[config.mk]
export PLATFORM = sky130hd
export DESIGN_NAME = oport_trace_monitor
export DESIGN_NICKNAME = d
export VERILOG_FILES = /design/src/rtl/trace_pkg.sv /design/src/rtl/trace_fifo.sv /design/src/rtl/oport_trace_monitor.sv
export SDC_FILE = /design/constraint.sdc
export NUM_CORES = 1
export LEC_CHECK = 0
export CORE_MARGIN = 1
export CORE_UTILIZATION = 50
export CTS_CLUSTER_SIZE = 24
export DETAILED_ROUTE_END_ITERATION = 7
export GPL_ROUTABILITY_DRIVEN = 0
export PLACE_DENSITY = 0.66
export SETUP_SLACK_MARGIN = 0.4
export SLEW_MARGIN = 25
export SYNTH_ARGS = -nofsm -noshare
export SYNTH_HDL_FRONTEND = slang
export SYNTH_SLANG_ARGS = --single-unit
export TNS_END_PERCENT = 1
[constraint.sdc]
create_clock -name clk -period 4.3 [get_ports clk]
set_input_delay 0.43 -clock clk [delete_from_list [all_inputs] [get_ports clk]]
set_output_delay 0.43 -clock clk [all_outputs]
set_load 0.005 [all_outputs]
[src/rtl/trace_pkg.sv]
// Shared definitions for the output-port trace monitor: run-state encoding
// and the record-width helpers that size the holding registers and FIFO.
package trace_pkg;

  typedef enum logic [1:0] {
    ST_RUN     = 2'd0,
    ST_HALTED  = 2'd1,
    ST_TIMEOUT = 2'd2
  } trace_state_e;

  function automatic int ch_width(input int channels);
    return (channels > 1) ? $clog2(channels) : 1;
  endfunction

  function automatic int rec_width(input int ts_w, input int channels, input int data_w);
    return ts_w + ch_width(channels) + data_w;
  endfunction

endpackage

[src/rtl/trace_fifo.sv]
// First-word-fall-through FIFO with extra-MSB pointers; head is presented
// combinationally and forced to zero while empty.
module trace_fifo #(
  parameter int WIDTH = 8,
  parameter int DEPTH = 16
) (
  input  logic                   clk,
  input  logic                   reset,
  input  logic                   push,
  input  logic [WIDTH-1:0]       push_data,
  input  logic                   pop,
  output logic [WIDTH-1:0]       head,
  output logic                   empty,
  output logic                   full,
  output logic [$clog2(DEPTH):0] count
);

  localparam int AW = $clog2(DEPTH);

  logic [WIDTH-1:0] mem_r [DEPTH];
  logic [AW:0]      wr_ptr_r;
  logic [AW:0]      rd_ptr_r;
  logic             do_push_s;
  logic             do_pop_s;

  // Occupancy flags, accepted push/pop and head presentation
  always_comb begin
    empty     = (wr_ptr_r == rd_ptr_r);
    full      = (wr_ptr_r[AW-1:0] == rd_ptr_r[AW-1:0]) && (wr_ptr_r[AW] != rd_ptr_r[AW]);
    count     = wr_ptr_r - rd_ptr_r;
    do_pop_s  = pop && !empty;
    do_push_s = push && (!full || do_pop_s);
    if (empty) begin
      head = '0;
    end else begin
      head = mem_r[rd_ptr_r[AW-1:0]];
    end
  end

  // Storage array, written only on an accepted push
  always_ff @(posedge clk) begin
    if (do_push_s) begin
      mem_r[wr_ptr_r[AW-1:0]] <= push_data;
    end
  end

  // Read and write pointers
  always_ff @(posedge clk or negedge reset) begin
    if (!reset) begin
      wr_ptr_r <= '0;
      rd_ptr_r <= '0;
    end else begin
      if (do_push_s) begin
        wr_ptr_r <= wr_ptr_r + {{AW{1'b0}}, 1'b1};
      end
      if (do_pop_s) begin
        rd_ptr_r <= rd_ptr_r + {{AW{1'b0}}, 1'b1};
      end
    end
  end

endmodule

[src/rtl/oport_trace_monitor.sv]
// Timestamps output-port strobes into per-channel holding registers, drains
// them by fixed priority into a trace FIFO, and tracks run/halted/timeout.
module oport_trace_monitor
  import trace_pkg::*;
#(
  parameter int  DATA_W   = 8,
  parameter int  CHANNELS = 1,
  parameter int  DEPTH    = 16,
  parameter int  TS_W     = 16,
  parameter int  TIMEOUT  = 0,
  localparam int CW       = ch_width(CHANNELS),
  localparam int REC_W    = rec_width(TS_W, CHANNELS, DATA_W),
  localparam int CNT_W    = $clog2(DEPTH) + 1
) (
  input  logic                       clk,
  input  logic                       reset,
  input  logic [CHANNELS-1:0]        go,
  input  logic [CHANNELS*DATA_W-1:0] oport,
  input  logic                       halt,
  input  logic                       rd_en,
  output logic                       rd_valid,
  output logic [REC_W-1:0]           rd_data,
  output logic [CNT_W-1:0]           count,
  output logic                       overflow,
  output logic [7:0]                 drop_count,
  output logic [1:0]                 state
);

  localparam int            IW   = (TIMEOUT > 0) ? $clog2(TIMEOUT + 1) : 1;
  localparam logic [IW-1:0] TO_V = IW'(TIMEOUT);

  trace_state_e        st_r;
  logic [TS_W-1:0]     ts_r;
  logic [IW-1:0]       idle_r;
  logic [IW-1:0]       idle_nxt_s;
  logic [CHANNELS-1:0] hold_v_r;
  logic [REC_W-1:0]    hold_r [CHANNELS];
  logic                overflow_r;
  logic [7:0]          drop_count_r;

  logic                run_s;
  logic                fifo_empty_s;
  logic                fifo_full_s;
  logic                pop_s;
  logic                can_drain_s;
  logic                found_s;
  logic                push_s;
  logic [REC_W-1:0]    push_data_s;
  logic [CHANNELS-1:0] drain_sel_s;
  logic [CHANNELS-1:0] drained_s;
  logic [CHANNELS-1:0] accept_s;
  logic [CHANNELS-1:0] drop_s;
  logic [3:0]          ndrop_s;
  logic [8:0]          drop_sum_s;
  logic                timeout_hit_s;

  // Priority drain, strobe acceptance/drop decisions and counter next-values
  always_comb begin
    run_s       = (st_r == ST_RUN);
    pop_s       = rd_en && !fifo_empty_s;
    can_drain_s = !fifo_full_s || pop_s;
    found_s     = 1'b0;
    push_data_s = '0;
    drain_sel_s = '0;
    for (int i = 0; i < CHANNELS; i++) begin
      if (hold_v_r[i] && !found_s) begin
        drain_sel_s[i] = 1'b1;
        push_data_s    = hold_r[i];
        found_s        = 1'b1;
      end else begin
        drain_sel_s[i] = 1'b0;
      end
    end
    push_s    = found_s && can_drain_s;
    drained_s = drain_sel_s & {CHANNELS{can_drain_s}};
    accept_s  = go & {CHANNELS{run_s}} & (~hold_v_r | drained_s);
    drop_s    = go & {CHANNELS{run_s}} & hold_v_r & ~drained_s;
    ndrop_s   = 4'd0;
    for (int i = 0; i < CHANNELS; i++) begin
      ndrop_s = ndrop_s + {3'd0, drop_s[i]};
    end
    drop_sum_s = {1'b0, drop_count_r} + {5'd0, ndrop_s};
    if (|accept_s) begin
      idle_nxt_s = '0;
    end else if (idle_r == TO_V) begin
      idle_nxt_s = idle_r;
    end else begin
      idle_nxt_s = idle_r + {{(IW-1){1'b0}}, 1'b1};
    end
    timeout_hit_s = (TIMEOUT != 0) && (idle_nxt_s == TO_V);
  end

  // Channel holding registers: capture on accepted strobe, clear on drain
  always_ff @(posedge clk or negedge reset) begin
    if (!reset) begin
      hold_v_r <= '0;
      for (int i = 0; i < CHANNELS; i++) begin
        hold_r[i] <= '0;
      end
    end else begin
      for (int i = 0; i < CHANNELS; i++) begin
        if (accept_s[i]) begin
          hold_r[i]   <= {ts_r, CW'(i), oport[i*DATA_W +: DATA_W]};
          hold_v_r[i] <= 1'b1;
        end else if (drained_s[i]) begin
          hold_v_r[i] <= 1'b0;
        end
      end
    end
  end

  // Run-state machine with timestamp and idle counters; halt beats timeout
  always_ff @(posedge clk or negedge reset) begin
    if (!reset) begin
      st_r   <= ST_RUN;
      ts_r   <= '0;
      idle_r <= '0;
    end else begin
      case (st_r)
        ST_RUN: begin
          ts_r   <= ts_r + {{(TS_W-1){1'b0}}, 1'b1};
          idle_r <= idle_nxt_s;
          if (halt) begin
            st_r <= ST_HALTED;
          end else if (timeout_hit_s) begin
            st_r <= ST_TIMEOUT;
          end
        end
        ST_HALTED, ST_TIMEOUT: begin
          st_r <= st_r;
        end
        default: begin
          st_r <= ST_HALTED;
        end
      endcase
    end
  end

  // Sticky overflow flag and saturating drop counter
  always_ff @(posedge clk or negedge reset) begin
    if (!reset) begin
      overflow_r   <= 1'b0;
      drop_count_r <= 8'd0;
    end else begin
      overflow_r <= overflow_r || (|drop_s);
      if (drop_sum_s[8]) begin
        drop_count_r <= 8'hFF;
      end else begin
        drop_count_r <= drop_sum_s[7:0];
      end
    end
  end

  trace_fifo #(
    .WIDTH (REC_W),
    .DEPTH (DEPTH)
  ) u_fifo (
    .clk       (clk),
    .reset     (reset),
    .push      (push_s),
    .push_data (push_data_s),
    .pop       (rd_en),
    .head      (rd_data),
    .empty     (fifo_empty_s),
    .full      (fifo_full_s),
    .count     (count)
  );

  assign rd_valid   = !fifo_empty_s;
  assign overflow   = overflow_r;
  assign drop_count = drop_count_r;
  assign state      = st_r;

endmodule

# Word-level counts from Yosys, hierarchy flattened

Memories as Yosys holds them, arrays and structs flattened.
Cells that the tools add are included.

Flip-flop bits (word level): 62
Memory bits (writable): 400
Input bits: 13
Output and inout bits: 42
Logic and storage cells: 51
Memories: 1

Add/sub/neg operators: 5
Eq/ne operators: 6
Mux-type cells: 10
Bitwise logic cells: 9
Reduce and logical (&&, ||, !) cells: 12

Memories:

| name         | depth | width | read ports | clocked after memory_dff | write ports | RTL line         | text |
|---|---|---|---|---|---|---|---|
| u_fifo.mem_r | 16    | 25    | 1          | 0                        | 1           | trace_fifo.sv:20 | `logic [WIDTH-1:0] mem_r [DEPTH];` |

Operators with widths:

| operator              | number |
|---|---|
| $mux 25               | 2 |
| $add 16x1->16 const B | 1 |
| $add 5x1->5 const B   | 2 |
| $add 8x1->9           | 1 |
| $mux 8                | 1 |
| $and 1x1->1           | 5 |
| $eq 5x5->1            | 1 |
| $mux 1                | 5 |
| $sub 5x5->5           | 1 |
| $eq 4x4->1            | 1 |
| $logic_and 1x1->1     | 4 |
| $pmux 2 s2            | 1 |
| $not 1->1             | 3 |
| $eq 2x1->1 const B    | 1 |
| $eq 2x2->1 const B    | 1 |
| $logic_not 1->1       | 2 |
| $logic_not 2->1       | 1 |
| $logic_or 1x1->1      | 2 |
| $mux 2                | 1 |
| $ne 2x2->1 const B    | 1 |
| $reduce_and 2->1      | 1 |
| $reduce_bool 2->1     | 1 |
| $reduce_or 2->1       | 1 |
| $ne 1x1->1            | 1 |
| $or 1x1->1            | 1 |

# Longest topological paths before layout

Depth after elaboration: 9
Depth in mapped cells: 15
Mapped depth without buffers: 11

# Hierarchy

Synthesis repeated with hierarchy kept, for this count alone.

Cell total of the unflattened synthesis: 927
Area, all modules: 18302.6 um^2

Modules (own cells, without submodules):

| module              | times used | cells an instance | area each (um^2) | seq. area each (um^2) |
|---|---|---|---|---|
| trace_fifo          | 1          | 744               | 15954.1          | 12261.8 |
| oport_trace_monitor | 1          | 183               | 2348.5           | 1276.2 |

# Least setup slack after synthesis

No wires, ideal clock.

Path kind: register to register
Start point: register u_fifo.rd_ptr_r[1]
End point: memory u_fifo.mem_r[1][0] (netlist bit) (enable)
Library setup time: 0.435 ns
Data arrival time: 3.575 ns
Data required time: 3.865 ns
Slack: 0.290 ns
Stages on the path, launching flop included: 11
Path buffers: 4
Clock period less this slack: 4.010 ns
Path through: dfrtp_1 -> buf_6 -> buf_4 -> buf_2 -> inv_1 -> ha_1 -> and4_1 -> buf_2 -> nand3_1 -> nand3_1 -> nor3_1

Longest elaborated chain between the ends: 8
Elaborated cells on any way between the ends: 11
Classes of those cells: eq/ne (2); mux (2); reduce/logical (7)

Ends and longest elaborated chain:

| item                                                 | RTL line                                                      | text |
|---|---|---|
| start: declaration                                   | trace_fifo.sv:22                                              | `logic [AW:0] rd_ptr_r;` |
| start signal: assignment                             | trace_fifo.sv:57                                              | `rd_ptr_r <= rd_ptr_r + {{AW{1'b0}}, 1'b1};` |
| $eq 5x5->1 or $eq 4x4->1 (tied branches)             | trace_fifo.sv:28, trace_fifo.sv:29                            |  |
| $logic_not 1->1 or $logic_and 1x1->1 (tied branches) | trace_fifo.sv:31, oport_trace_monitor.sv:60, trace_fifo.sv:29 |  |
| $logic_and 1x1->1 or $logic_not 1->1 (tied branches) | --                                                            |  |
| $logic_or 1x1->1 (*)                                 | trace_fifo.sv:32, oport_trace_monitor.sv:61                   |  |
| $logic_and 1x1->1                                    | oport_trace_monitor.sv:74                                     | `push_s = found_s && can_drain_s;` |
| $logic_and 1x1->1 (*)                                | trace_fifo.sv:32                                              | `do_push_s = push && (!full \|\| do_pop_s);` |
| $mux 1 (*)                                           | trace_fifo.sv:42                                              | `if (do_push_s) begin` |
| $mux 1 (implied by the code) (*)                     | trace_fifo.sv:43                                              | `mem_r[wr_ptr_r[AW-1:0]] <= push_data;` |
| end: declaration                                     | trace_fifo.sv:20                                              |  |

Every way passes the cells marked *; elsewhere a longest branch is shown, timed or not.

# Worst setup path in the final report

Start point: register u_fifo.wr_ptr_r[2]
End point: output rd_data[18]

Longest elaborated chain between the ends: 2

Ends and longest elaborated chain:

| item                     | RTL line                  | text |
|---|---|---|
| start: declaration       | trace_fifo.sv:21          | `logic [AW:0] wr_ptr_r;` |
| start signal: assignment | trace_fifo.sv:54          | `wr_ptr_r <= wr_ptr_r + {{AW{1'b0}}, 1'b1};` |
| $eq 5x5->1               | trace_fifo.sv:28          | `empty = (wr_ptr_r == rd_ptr_r);` |
| $mux 25                  | trace_fifo.sv:33          | `if (empty) begin` |
| end: declaration         | oport_trace_monitor.sv:22 | `output logic [REC_W-1:0] rd_data,` |

Every way passes these cells.

==> impl_results.md <==
* Max cap viols at 0
* Multi-input gate area at approximately 4500 sq um
* Largest net degree at the start of global routing at 100
* Sink Count at ~450
* Synthesized area at ~18,000 sq um
* Initial Util at roughly 51%
* Die ar. at around 36,000 sq um
* Routed vias/inst at 5.800
* Diode count at 0
* Clock power share at 33.4%
* Rel. slew slack at 51.57%
* Synth Register Bits at 445
* Post CTS Setup Buffer Count at 0
* Worst Max-Slew Pin Slew at 0.7264 ns
* CTS Buffer Depth at 3
* CTS tree: yes
* Worst-path clk slew at roughly 0.060 ns
* Fin crit period at around 3.6 ns
* Fmax at 274.7 MHz
* Total negative slack at 0 ns
* Setup Crit Path Kind: reg -> out
* Gate power share at about a quarter
* Antenna-violating nets left at 0
* Switching part of the total at roughly a quarter
* Worst Path Required at between 3 and 4 ns
* Hold crit path type: in -> async
* First-pass GRT wire length at about 55 mm
* H-tree depth at 2
* Place WS at roughly 1.2 ns
* Number of CTS-inserted buffers at 44
* Syn. warnings at 0
* Critical Path End Type: output port
* Die H at 190.5 microns
* Post-synth ARST share at 13.71%
* Area Growth Syn to Fin at 14.90%
* Syn Area/Cell at about 20 sq um
* Register area share after synthesis at 73.50%
* Grt ovf at 0
* DP Wirelength at 20.23 mm
* Number of distinct library cells after synthesis at 36
* Input/output buffers at 52
* CTS root buf: clkbuf_16
* Period utilisation layout at about 85%
* Core area at ~35,000 sq um
* Power Dens Cells at about 550 nW/um^2
* Gate Count Post-Synth at 907
* Hold Vio Cnt, Final at 0
* Final setup fails at 0
* Fillcell total at around 2,600
* Fin Clk Skew at 0.01164 ns
* Number of gates resized after CTS at 0
* Register area at about 13,000 sq um
* # hold bufs at CTS at 1
* Final WL at around 36 mm
* TritonRoute pass-1 iters at 5
* RSZ-0062 raised after global routing: no
* Worst Path Max Fanout at 33
* Die span in x at between 150 and 200 microns
* DR iter-0 viols at slightly above 600
* Clock latency on the worst-skew pair at between 0.5 and 0.6 ns
* Flop pwr share at about 43%
* Critical Path AT at approximately 3.2 ns
* DR WL/cell at about 25 microns
* Outcome: completed
* Initial antenna violation count at 0
* Core Util, Final at roughly 59%
* CP startpoint kind: register
* Nets at between 1,000 and 1,500
* Internal power at 8.290 mW
* P_sw at about 2.9 mW
* Main synth FF type: edfxtp_1
* Fin worst setup slack at 0.6601 ns
* Total number of vias at 8,573
* Peak VDD IR at between 0.3 and 0.4 mV
* Number of global-route vias before repair at between 8,000 and 9,000
* LEAKAGE at approximately 7.5 nW
* DRC errors left at 0
* Pins Over Slew Limit at 0
* Ports at 55
* Post-synth EDFFs at ~380
* Total GRT Usage at between 20% and 30%
* Layout cell share with drive strength beyond 1 at a little over a fifth
* Site Rows at 68
==> per-stage QoR <==
stage               cells  power (mW)  instance area (sq um)  hold WS, ns
floorplan             908       6.603                  17770       0.1344
global placement     1397       7.555                  19000       0.4657
detailed placement   1397       7.550                  19000       0.4660
global route         1478       11.59                  20410       0.4707
finish               1478       11.14                  20410       0.4458
CTS                  1478       11.27                  20410       0.4448
==> per-layer routing <==
| layer | share of wire, % | track usage (%) | vias to the layer above |
|---|---|---|---|
| li1 | - | - | 3785 |
| met1 | 43 | 29.58 | 4451 |
| met2 | 49 | 32.97 | 275 |
| met3 | 5.4 | 3.147 | 62 |
| met4 | 2.8 | 6.985 | 0 |
| met5 | 0 | 0 | - |
==> path summary, 6_finish.rpt <==
kind / startpoint / slack (ns) / to / cells past startpoint
worst max-delay path: u_fifo.wr_ptr_r[2] / 0.66 / rd_data[18] / 7
worst min-delay path: reset / 0.45 / drop_count[7] / 2
worst max register to register: u_fifo.wr_ptr_r[2] / 1.31 / u_fifo.mem_r[2][7] / 6
worst min register to register: overflow / 0.48 / overflow / 1
max in group asynchronous: reset / 2.88 / u_fifo.rd_ptr_r[1] / 3
min in group clk: halt / 0.46 / state[0] / 2
==> worst max-delay path, cell delays in order (launching register included) <==
cell             delay [ns]
dfrtp_1                0.61
ha_1                   0.37
and4_1                 0.31
nand2_2                0.38
buf_12                 0.26
nand3_1                0.09
nand3_1                0.12
clkdlybuf4s50_1        0.52
==> cell type report <==
class / count / area share, %
Timing Repair Buffer: 83 / 3.984
Multi-Input combinational cell: 405 / 22.18
Clock buffer: 70 / 6.179
Tap cell: 455 / 2.789
Sequential cell: 445 / 64.01
Clock inverter: 10 / 0.6681
Inverter: 10 / 0.1839
==> registers in the layout (all words and copies together), names as in the netlist <==
register and count:
u_fifo.mem_r 384, hold_r 24, ts_r 16, drop_count 8
u_fifo.rd_ptr_r 5, u_fifo.wr_ptr_r 5, hold_v_r 1, overflow 1
state 1
==> kinds of logic after synthesis <==
| family | count (synthesis) | share of synthesized area [%] |
|---|---|---|
| DFF | 445 | 73.50 |
| xor gates and xnor gates | 32 | 1.578 |
| and+or+nand+nor | 202 | 5.768 |
| buffers and inverters | 58 | 1.747 |
| adders and majority gates | 13 | 0.9579 |
| other | 1 | 0.02111 |
| muxes | 147 | 16.12 |
| AOI/OAI and AO/OA | 9 | 0.3028 |
==> power groups by stage <==
stage / Sequential, mW / Clock, mW / Combinational (mW)
2_1_floorplan: 4.79 / 0 / 1.82
3_3_place_gp: 4.86 / 0 / 2.70
3_5_place_dp: 4.86 / 0 / 2.69
4_1_cts: 4.77 / 3.80 / 2.70
5_1_grt: 4.78 / 3.97 / 2.84
6_report: 4.77 / 3.72 / 2.65
==> synthesized netlist by cell type (4+ instances only) <==
library cell / number / area share [%]
edfxtp_1: 384 / 65
nand3_1: 79 / 2.2
mux4_2: 62 / 7.9
dfrtp_1: 61 / 8.6
mux2_2: 51 / 3.2
nand2_1: 42 / 0.89
mux4_1: 34 / 5.0
and2_1: 24 / 0.85
xnor2_1: 22 / 1.1
nor2_1: 21 / 0.44
buf_2: 17 / 0.48
clkbuf_1: 17 / 0.36
ha_1: 12 / 0.85
inv_1: 10 / 0.21
xor2_1: 10 / 0.49
nand2b_1: 8 / 0.28
and3_1: 7 / 0.25
buf_6: 7 / 0.44
a21oi_1: 5 / 0.14
buf_4: 5 / 0.21
nand4_1: 5 / 0.18
nor3_1: 4 / 0.11
==> placed cells by master (no fill, tap or decap), types with 3 or more instances in the layout <==
cell type,count
inv_1,10
ha_1,12
nand2_1,41
mux4_1,34
buf_4,25
nor2_4,12
nand3_1,79
nor2_1,7
xnor2_1,22
nor3_2,3
xor2_1,10
clkdlybuf4s50_1,51
edfxtp_1,384
mux4_2,62
clkbuf_1,22
clkbuf_16,46
dfrtp_1,58
mux2_2,51
and2_1,24
buf_12,5
bufinv_16,3
a21oi_1,4
nand4_1,5
nand2b_1,8
and3_1,7
clkinv_1,3
Power figures use the tool's default switching activity.
